### src/rtl/branch_predictor_gshare.sv
// Gshare branch predictor with a direct-mapped BTB.
// - Pattern table of 2-bit saturating counters, indexed by PC XOR global history.
// - BTB entries hold valid, tag, target and an is_cond flag.
// - After reset an init sweep walks every pattern-table index, one per cycle.
//   It sets each counter to weakly-not-taken and clears the BTB valid bits.
//   Lookups and updates are ignored until the sweep is done.
// - Optional statistics counters are enabled by defining BP_STATS_EN.
// Assumes BTB_IDX_BITS <= PT_IDX_BITS and BHR_BITS >= 2.
module branch_predictor_gshare #(
    parameter int unsigned DBITS        = 32,
    parameter int unsigned BHR_BITS     = 8,
    parameter int unsigned PT_IDX_BITS  = 8,
    parameter int unsigned BTB_IDX_BITS = 4
) (
    input  logic                    clk,
    input  logic                    reset,
    output logic                    ready,
    // lookup
    input  logic                    lk_valid,
    input  logic [DBITS-1:0]        lk_pc,
    output logic                    pred_valid,
    output logic                    pred_btb_hit,
    output logic                    pred_taken,
    output logic [DBITS-1:0]        pred_target,
    output logic [PT_IDX_BITS-1:0]  pred_pt_idx,
    output logic [BTB_IDX_BITS-1:0] pred_btb_idx,
    // update
    input  logic                    up_valid,
    input  logic [DBITS-1:0]        up_pc,
    input  logic                    up_is_cond,
    input  logic                    up_taken,
    input  logic [DBITS-1:0]        up_target,
    input  logic [PT_IDX_BITS-1:0]  up_pt_idx,
    input  logic                    up_mispredict,
    // statistics
    output logic [31:0]             stat_branches,
    output logic [31:0]             stat_mispredicts
);

    localparam int unsigned PtEntries  = 1 << PT_IDX_BITS;
    localparam int unsigned BtbEntries = 1 << BTB_IDX_BITS;
    localparam int unsigned TagBits    = DBITS - BTB_IDX_BITS - 2;
    localparam logic [PT_IDX_BITS-1:0] SweepLast = PT_IDX_BITS'(PtEntries - 1);

    typedef enum logic [0:0] {StInit, StReady} state_e;

    state_e                   state_q, state_d;
    logic [PT_IDX_BITS-1:0]   sweep_q, sweep_d;
    logic [BHR_BITS-1:0]      bhr_q;
    logic [PT_IDX_BITS-1:0]   bhr_ext;

    logic [1:0]               pt_mem     [PtEntries];
    logic                     btb_valid  [BtbEntries];
    logic [TagBits-1:0]       btb_tag    [BtbEntries];
    logic [DBITS-1:0]         btb_target [BtbEntries];
    logic                     btb_cond   [BtbEntries];

    logic                     lk_fire, up_fire;
    logic [PT_IDX_BITS-1:0]   lk_pt_idx;
    logic [BTB_IDX_BITS-1:0]  lk_btb_idx, up_btb_idx;
    logic [TagBits-1:0]       lk_tag, up_tag;
    logic                     lk_hit, lk_taken;
    logic [1:0]               lk_ctr, up_ctr, up_ctr_next;
    logic [DBITS-1:0]         lk_target;
    logic                     sweep_in_btb;
    logic                     unused_pc_bits;

    assign unused_pc_bits = ^{lk_pc[1:0], up_pc[1:0]};

    // History is zero-extended or truncated to the pattern-table index width.
    if (BHR_BITS >= PT_IDX_BITS) begin : g_bhr_trunc
        assign bhr_ext = bhr_q[PT_IDX_BITS-1:0];
    end else begin : g_bhr_ext
        assign bhr_ext = {{(PT_IDX_BITS - BHR_BITS){1'b0}}, bhr_q};
    end

    // Init FSM and sweep index register.
    always_ff @(posedge clk or posedge reset) begin
        if (reset) begin
            state_q <= StInit;
            sweep_q <= '0;
        end else begin
            state_q <= state_d;
            sweep_q <= sweep_d;
        end
    end

    // Init FSM next state: one index per cycle, leave INIT after the last one.
    always_comb begin
        state_d = state_q;
        sweep_d = sweep_q;
        unique case (state_q)
            StInit: begin
                sweep_d = sweep_q + 1'b1;
                if (sweep_q == SweepLast) begin
                    state_d = StReady;
                end
            end
            StReady: begin
                state_d = StReady;
            end
            default: begin
                state_d = StInit;
            end
        endcase
    end

    // Init FSM outputs.
    always_comb begin
        ready = (state_q == StReady);
    end

    // Index, tag and prediction computed from the pre-update tables.
    always_comb begin
        lk_fire      = lk_valid && ready;
        up_fire      = up_valid && ready;
        lk_pt_idx    = lk_pc[PT_IDX_BITS+1:2] ^ bhr_ext;
        lk_btb_idx   = lk_pc[BTB_IDX_BITS+1:2];
        lk_tag       = lk_pc[DBITS-1:BTB_IDX_BITS+2];
        up_btb_idx   = up_pc[BTB_IDX_BITS+1:2];
        up_tag       = up_pc[DBITS-1:BTB_IDX_BITS+2];
        lk_hit       = btb_valid[lk_btb_idx] && (btb_tag[lk_btb_idx] == lk_tag);
        lk_ctr       = pt_mem[lk_pt_idx];
        lk_taken     = lk_hit && (!btb_cond[lk_btb_idx] || lk_ctr[1]);
        lk_target    = lk_hit ? btb_target[lk_btb_idx] : lk_pc + DBITS'(4);
        sweep_in_btb = (32'(sweep_q) < BtbEntries);
    end

    // Saturating counter step for the update port.
    always_comb begin
        up_ctr      = pt_mem[up_pt_idx];
        up_ctr_next = up_ctr;
        if (up_taken) begin
            if (up_ctr != 2'b11) begin
                up_ctr_next = up_ctr + 2'b01;
            end
        end else begin
            if (up_ctr != 2'b00) begin
                up_ctr_next = up_ctr - 2'b01;
            end
        end
    end

    // Registered lookup result; pred_valid pulses for one cycle per accepted lookup.
    always_ff @(posedge clk or posedge reset) begin
        if (reset) begin
            pred_valid   <= 1'b0;
            pred_btb_hit <= 1'b0;
            pred_taken   <= 1'b0;
            pred_target  <= '0;
            pred_pt_idx  <= '0;
            pred_btb_idx <= '0;
        end else begin
            pred_valid <= lk_fire;
            if (lk_fire) begin
                pred_btb_hit <= lk_hit;
                pred_taken   <= lk_taken;
                pred_target  <= lk_target;
                pred_pt_idx  <= lk_pt_idx;
                pred_btb_idx <= lk_btb_idx;
            end
        end
    end

    // Global history shifts in the outcome of each conditional branch.
    always_ff @(posedge clk or posedge reset) begin
        if (reset) begin
            bhr_q <= '0;
        end else if (up_fire && up_is_cond) begin
            bhr_q <= {bhr_q[BHR_BITS-2:0], up_taken};
        end
    end

    // Pattern table: sweep initialisation, then conditional-branch training.
    always_ff @(posedge clk) begin
        if (state_q == StInit) begin
            pt_mem[sweep_q] <= 2'b01;
        end else if (up_fire && up_is_cond) begin
            pt_mem[up_pt_idx] <= up_ctr_next;
        end
    end

    // BTB: sweep clears valid bits, taken updates allocate/overwrite the entry.
    always_ff @(posedge clk) begin
        if (state_q == StInit) begin
            if (sweep_in_btb) begin
                btb_valid[sweep_q[BTB_IDX_BITS-1:0]] <= 1'b0;
            end
        end else if (up_fire && up_taken) begin
            btb_valid[up_btb_idx]  <= 1'b1;
            btb_tag[up_btb_idx]    <= up_tag;
            btb_target[up_btb_idx] <= up_target;
            btb_cond[up_btb_idx]   <= up_is_cond;
        end
    end

`ifdef BP_STATS_EN
    logic [31:0] branches_q;
    logic [31:0] mispredicts_q;

    // Saturating counters of accepted updates and of reported mispredicts.
    always_ff @(posedge clk or posedge reset) begin
        if (reset) begin
            branches_q    <= '0;
            mispredicts_q <= '0;
        end else if (up_fire) begin
            if (branches_q != 32'hFFFF_FFFF) begin
                branches_q <= branches_q + 32'd1;
            end
            if (up_mispredict && (mispredicts_q != 32'hFFFF_FFFF)) begin
                mispredicts_q <= mispredicts_q + 32'd1;
            end
        end
    end

    assign stat_branches    = branches_q;
    assign stat_mispredicts = mispredicts_q;
`else
    logic unused_stats;

    assign unused_stats     = up_mispredict;
    assign stat_branches    = 32'd0;
    assign stat_mispredicts = 32'd0;
`endif

endmodule

### config.mk
export PLATFORM = sky130hd
export DESIGN_NAME = branch_predictor_gshare
export DESIGN_NICKNAME = d
export VERILOG_FILES = /design/src/rtl/branch_predictor_gshare.sv
export SDC_FILE = /design/constraint.sdc
export NUM_CORES = 2
export LEC_CHECK = 0
export ABC_AREA = 1
export BUFFER_PORTS_ARGS = -buffer_cell sky130_fd_sc_hd__buf_4
export CAP_MARGIN = 20
export CORE_UTILIZATION = 44
export DETAILED_ROUTE_END_ITERATION = 8
export PLACE_DENSITY = 0.66
export SLEW_MARGIN = 20
export SYNTH_ARGS = -nofsm -noshare
export SYNTH_HDL_FRONTEND = slang
export SYNTH_SLANG_ARGS = --single-unit
### constraint.sdc
create_clock -name clk -period 8.65 [get_ports clk]
set_input_delay 0.4325 -clock clk [delete_from_list [all_inputs] [get_ports clk]]
set_output_delay 0.4325 -clock clk [all_outputs]
set_load 0.01 [all_outputs]
==> impl_metrics.toml <==
[run_status]
status = "complete, no violations"

[timing]
finClkSkew_ns = 0.0507
fmax_mhz = 213
min_period_over_period_pct = 54.4
setup_viol = 0
setup_slack_ns = 3.95
worst_pin_slew_ns = 1.19
relSlewSlack_pct = 20.5
grt_setup_unrepaired = "no"
maxSlewViolCount = 0
finalCriticalPeriod_ns = 4.70
tns_ns = 0
hold_violations = 0

[power]
power.density_nw_per_um2 = 207
p_total_w = 0.0158
p_leak_nw = 28.9
ir_worst_vdd_mv = 0.175

[floorplanning]
coreArea_um2 = 153000
die_y_um = 395
io_pins = 223
start_util_pct = 44.5
num_rows = 143
dieArea_um2 = 156000
die_x_um = 395

[finish]
multi_input_area_um2 = 18300
drive_gt1_share_pct = 7.71
design_area_um2 = 76400
seq_area_um2 = 45800
nets = 6646
layout_common_cells = "1472 x edfxtp_1, 1301 x nand2_1, 840 x nor2_1"
final_common_cell = "edfxtp_1"
fillerInstances = 13408
area_delta_synth_final_pct = 12.4

[synth]
yosys-top-cells-area = "edfxtp_1 65%, nand2_1 7.2%, nor2_1 4.7%"
yosysWarnings = 0
yosysSeqAreaShare_pct = 67.4
synthFlopType = "edfxtp_1"
synth_area_um2 = 68000
avgSynthCellArea_um2 = 10.5
synth-edff-count = 1472
synth.distinct_cells = 40
netlist_instances = 6483
ys_ff_latch = 1536
yosys.area.top_type = "edfxtp_1"
async_reset_ff_share_pct = 4.17
yosysTopAreaCellShare_pct = 65.0

[worst_setup_path]
cpLargestDelayFamily = "buffers and inverters"
cp_max_fo = 160
cp.arrival_ns = 5.20
crit_path_top_delay_cell = "buf_4"
worst_ep_required_time_ns = 9.14
end_kind = "register"
crit_end = "pt_mem[237][0]$_DFFE_PP_"
path_cells = "buf_8, buf_4, buf_4, a21oi_1, o21ai_0, nand3_1, nand3_1, nand3_1, nand2_1, nand2_1, nand3_1, nand3_1, nand3_1, nand3_1, nand2_4, buf_12"
regToRegEndpoint = "btb_target[2][17]$_DFFE_PP_"
worst-path-buf-inv = 4
rr_worst_depth = 5
ff2ff_setup_slack_ns = 4.47
worst_path_largest_cell_delay_ns = 0.78
crit_type = "input port to register"
crit_start = "up_pt_idx[0]"
path_common_cell = "nand3_1"
r2r-start = "ready$_DFF_PP0_"
cp_num_cells = 16
start_kind = "input port"

[route]
drc = 0
vias = 49033
dr.pass1.iters = 6
wl_per_cell_um = 22.4
ant_nets = 0
vias_per_cell = 5.63
routed_wl_um = 195000
drt_iter0_markers = 5386

[clocking]
clock_path_buffers = 3
cts_tree = "built"
clock_latency_ns = 0.82
root_buffer = "clkbuf_16"
cts.clk_slew.worst_paths_ns = 0.06
cts_resized = 0
htreeDepth = 4
cts_buffers = 158
clkSinkCount = 1536

[place]
post-place-ws_ns = 3.25
hpwl_um = 106000
routabilityCongestion = 0.947
numPortBuffers = 155
place_area_um2 = 70500

[grt]
grt_overflow = 0
grt_pass1_vias = 47107
antenna_found_initial = 20
grt_pass1_wl_um = 290000
grtUsageTotal_pct = 24.6
grt_max_degree = 220

[flow_run]
maxCapViolCount = 0

[worst_hold_path]
hold_path.class = "input port to register"
hold_depth = 5
[flip-flops by register name (all words and copies together) (netlist names)]
register	cells
bhr_ext	8
btb_valid	16
ready	1
pt_mem	512
sweep_q	8
btb_target	512
pred_valid	1
pred_taken	1
pred_pt_idx	8
pred_target	32
btb_cond	16
pred_btb_hit	1
btb_tag	416
pred_btb_idx	4
[power by group]
| group | leakage (nW) | switching (W) | internal, W |
|---|---|---|---|
| sequential | 14.0 | 0 | 0.00810 |
| combinational | 12.4 | 0.000711 | 0.000275 |
| clock | 2.50 | 0.00291 | 0.00379 |
| total | 28.9 | 0.00362 | 0.0122 |
[cells by family (layout without fill, tap and decap cells)]
kind of cell             Yosys count  after routing  share of synthesized area, %
AND/OR/NAND/NOR                 2870           2870                          17.3
adder cells (fa/ha/maj)            2              2                        0.0368
flip-flops                      1536           1536                          67.4
other                              1             73                       0.00552
buffers and inverters            997           1117                          6.29
XOR/XNOR                          41             41                         0.528
AO/OA/AOI/OAI                   1036           1036                          8.46
[metal layers]
layer  GRT usage, %  vias up  share of wire [%]
li1               -    22326                  -
met1           31.1    23789                 38
met2           40.3     2420                 48
met3           5.68      478                 10
met4           10.7       20                4.0
met5              0        -              0.059
[tightest hold or removal path, stage by stage]
cell and delay (ns):
buf_4 0.11, xor2_1 0.12, nand2_1 0.08, nand3_1 0.07
nand2_1 0.06
[cell usage after synthesis (9+ instances only)]
| cell type | instances |
|---|---|
| inv_2 | 12 |
| buf_4 | 75 |
| o21ai_1 | 38 |
| clkbuf_1 | 259 |
| a21oi_1 | 118 |
| o221ai_1 | 11 |
| a221oi_1 | 17 |
| nand4_1 | 23 |
| xnor2_1 | 9 |
| dfrtp_1 | 64 |
| buf_2 | 87 |
| nor3_1 | 25 |
| buf_6 | 19 |
| nor2_1 | 857 |
| nand2_1 | 1303 |
| nand3_1 | 642 |
| inv_1 | 515 |
| o22ai_1 | 142 |
| o211ai_1 | 83 |
| edfxtp_1 | 1472 |
| o21ai_0 | 589 |
| buf_1 | 26 |
| a31oi_1 | 26 |
| xor2_1 | 32 |
| a22o_1 | 9 |
[how the worst min path moves through the flow]
| stage | endpoint | slack [ns] | from |
|---|---|---|---|
| 6_report | pred_target[15]$_DFFE_PP0P_ | 0.11 | lk_pc[15] |
| 5_1_grt | pred_target[15]$_DFFE_PP0P_ | 0.13 | lk_pc[15] |
| 4_1_cts | pred_target[15]$_DFFE_PP0P_ | 0.06 | lk_pc[15] |
| 3_5_place_dp | pred_target[7]$_DFFE_PP0P_ | 0.47 | pred_target[7]$_DFFE_PP0P_ |
| 3_3_place_gp | pred_target[7]$_DFFE_PP0P_ | 0.47 | pred_target[7]$_DFFE_PP0P_ |
| 2_1_floorplan | sweep_q[4]$_DFFE_PP0N_ | 0.46 | sweep_q[4]$_DFFE_PP0N_ |
[stage by stage]
stage	hold WS, ns	util [%]	instances
after floorplan	0.464	-	6546
after global placement	0.467	46.2	8338
after global routing	0.133	50.0	8703
after detailed placement	0.470	46.2	8338
after CTS	0.0600	50.0	8693
final	0.110	50.0	8705
[area by class of cell]
type | count | share of cell area (%)
Antenna cell | 9 | 0.0295
Multi-Input combinational cell | 4013 | 24.0
Clock inverter | 78 | 1.09
Clock buffer | 215 | 5.67
Tap cell | 2030 | 3.33
Timing Repair Buffer | 293 | 3.26
Inverter | 531 | 2.65
Sequential cell | 1536 | 60.0
[what timing repair did]
action	in CTS	in global routing
setup buffers	0	0
hold buffers	62	0
endpoints found under the hold margin	1010	0
Note: power is estimated with default switching activity, not from simulation.
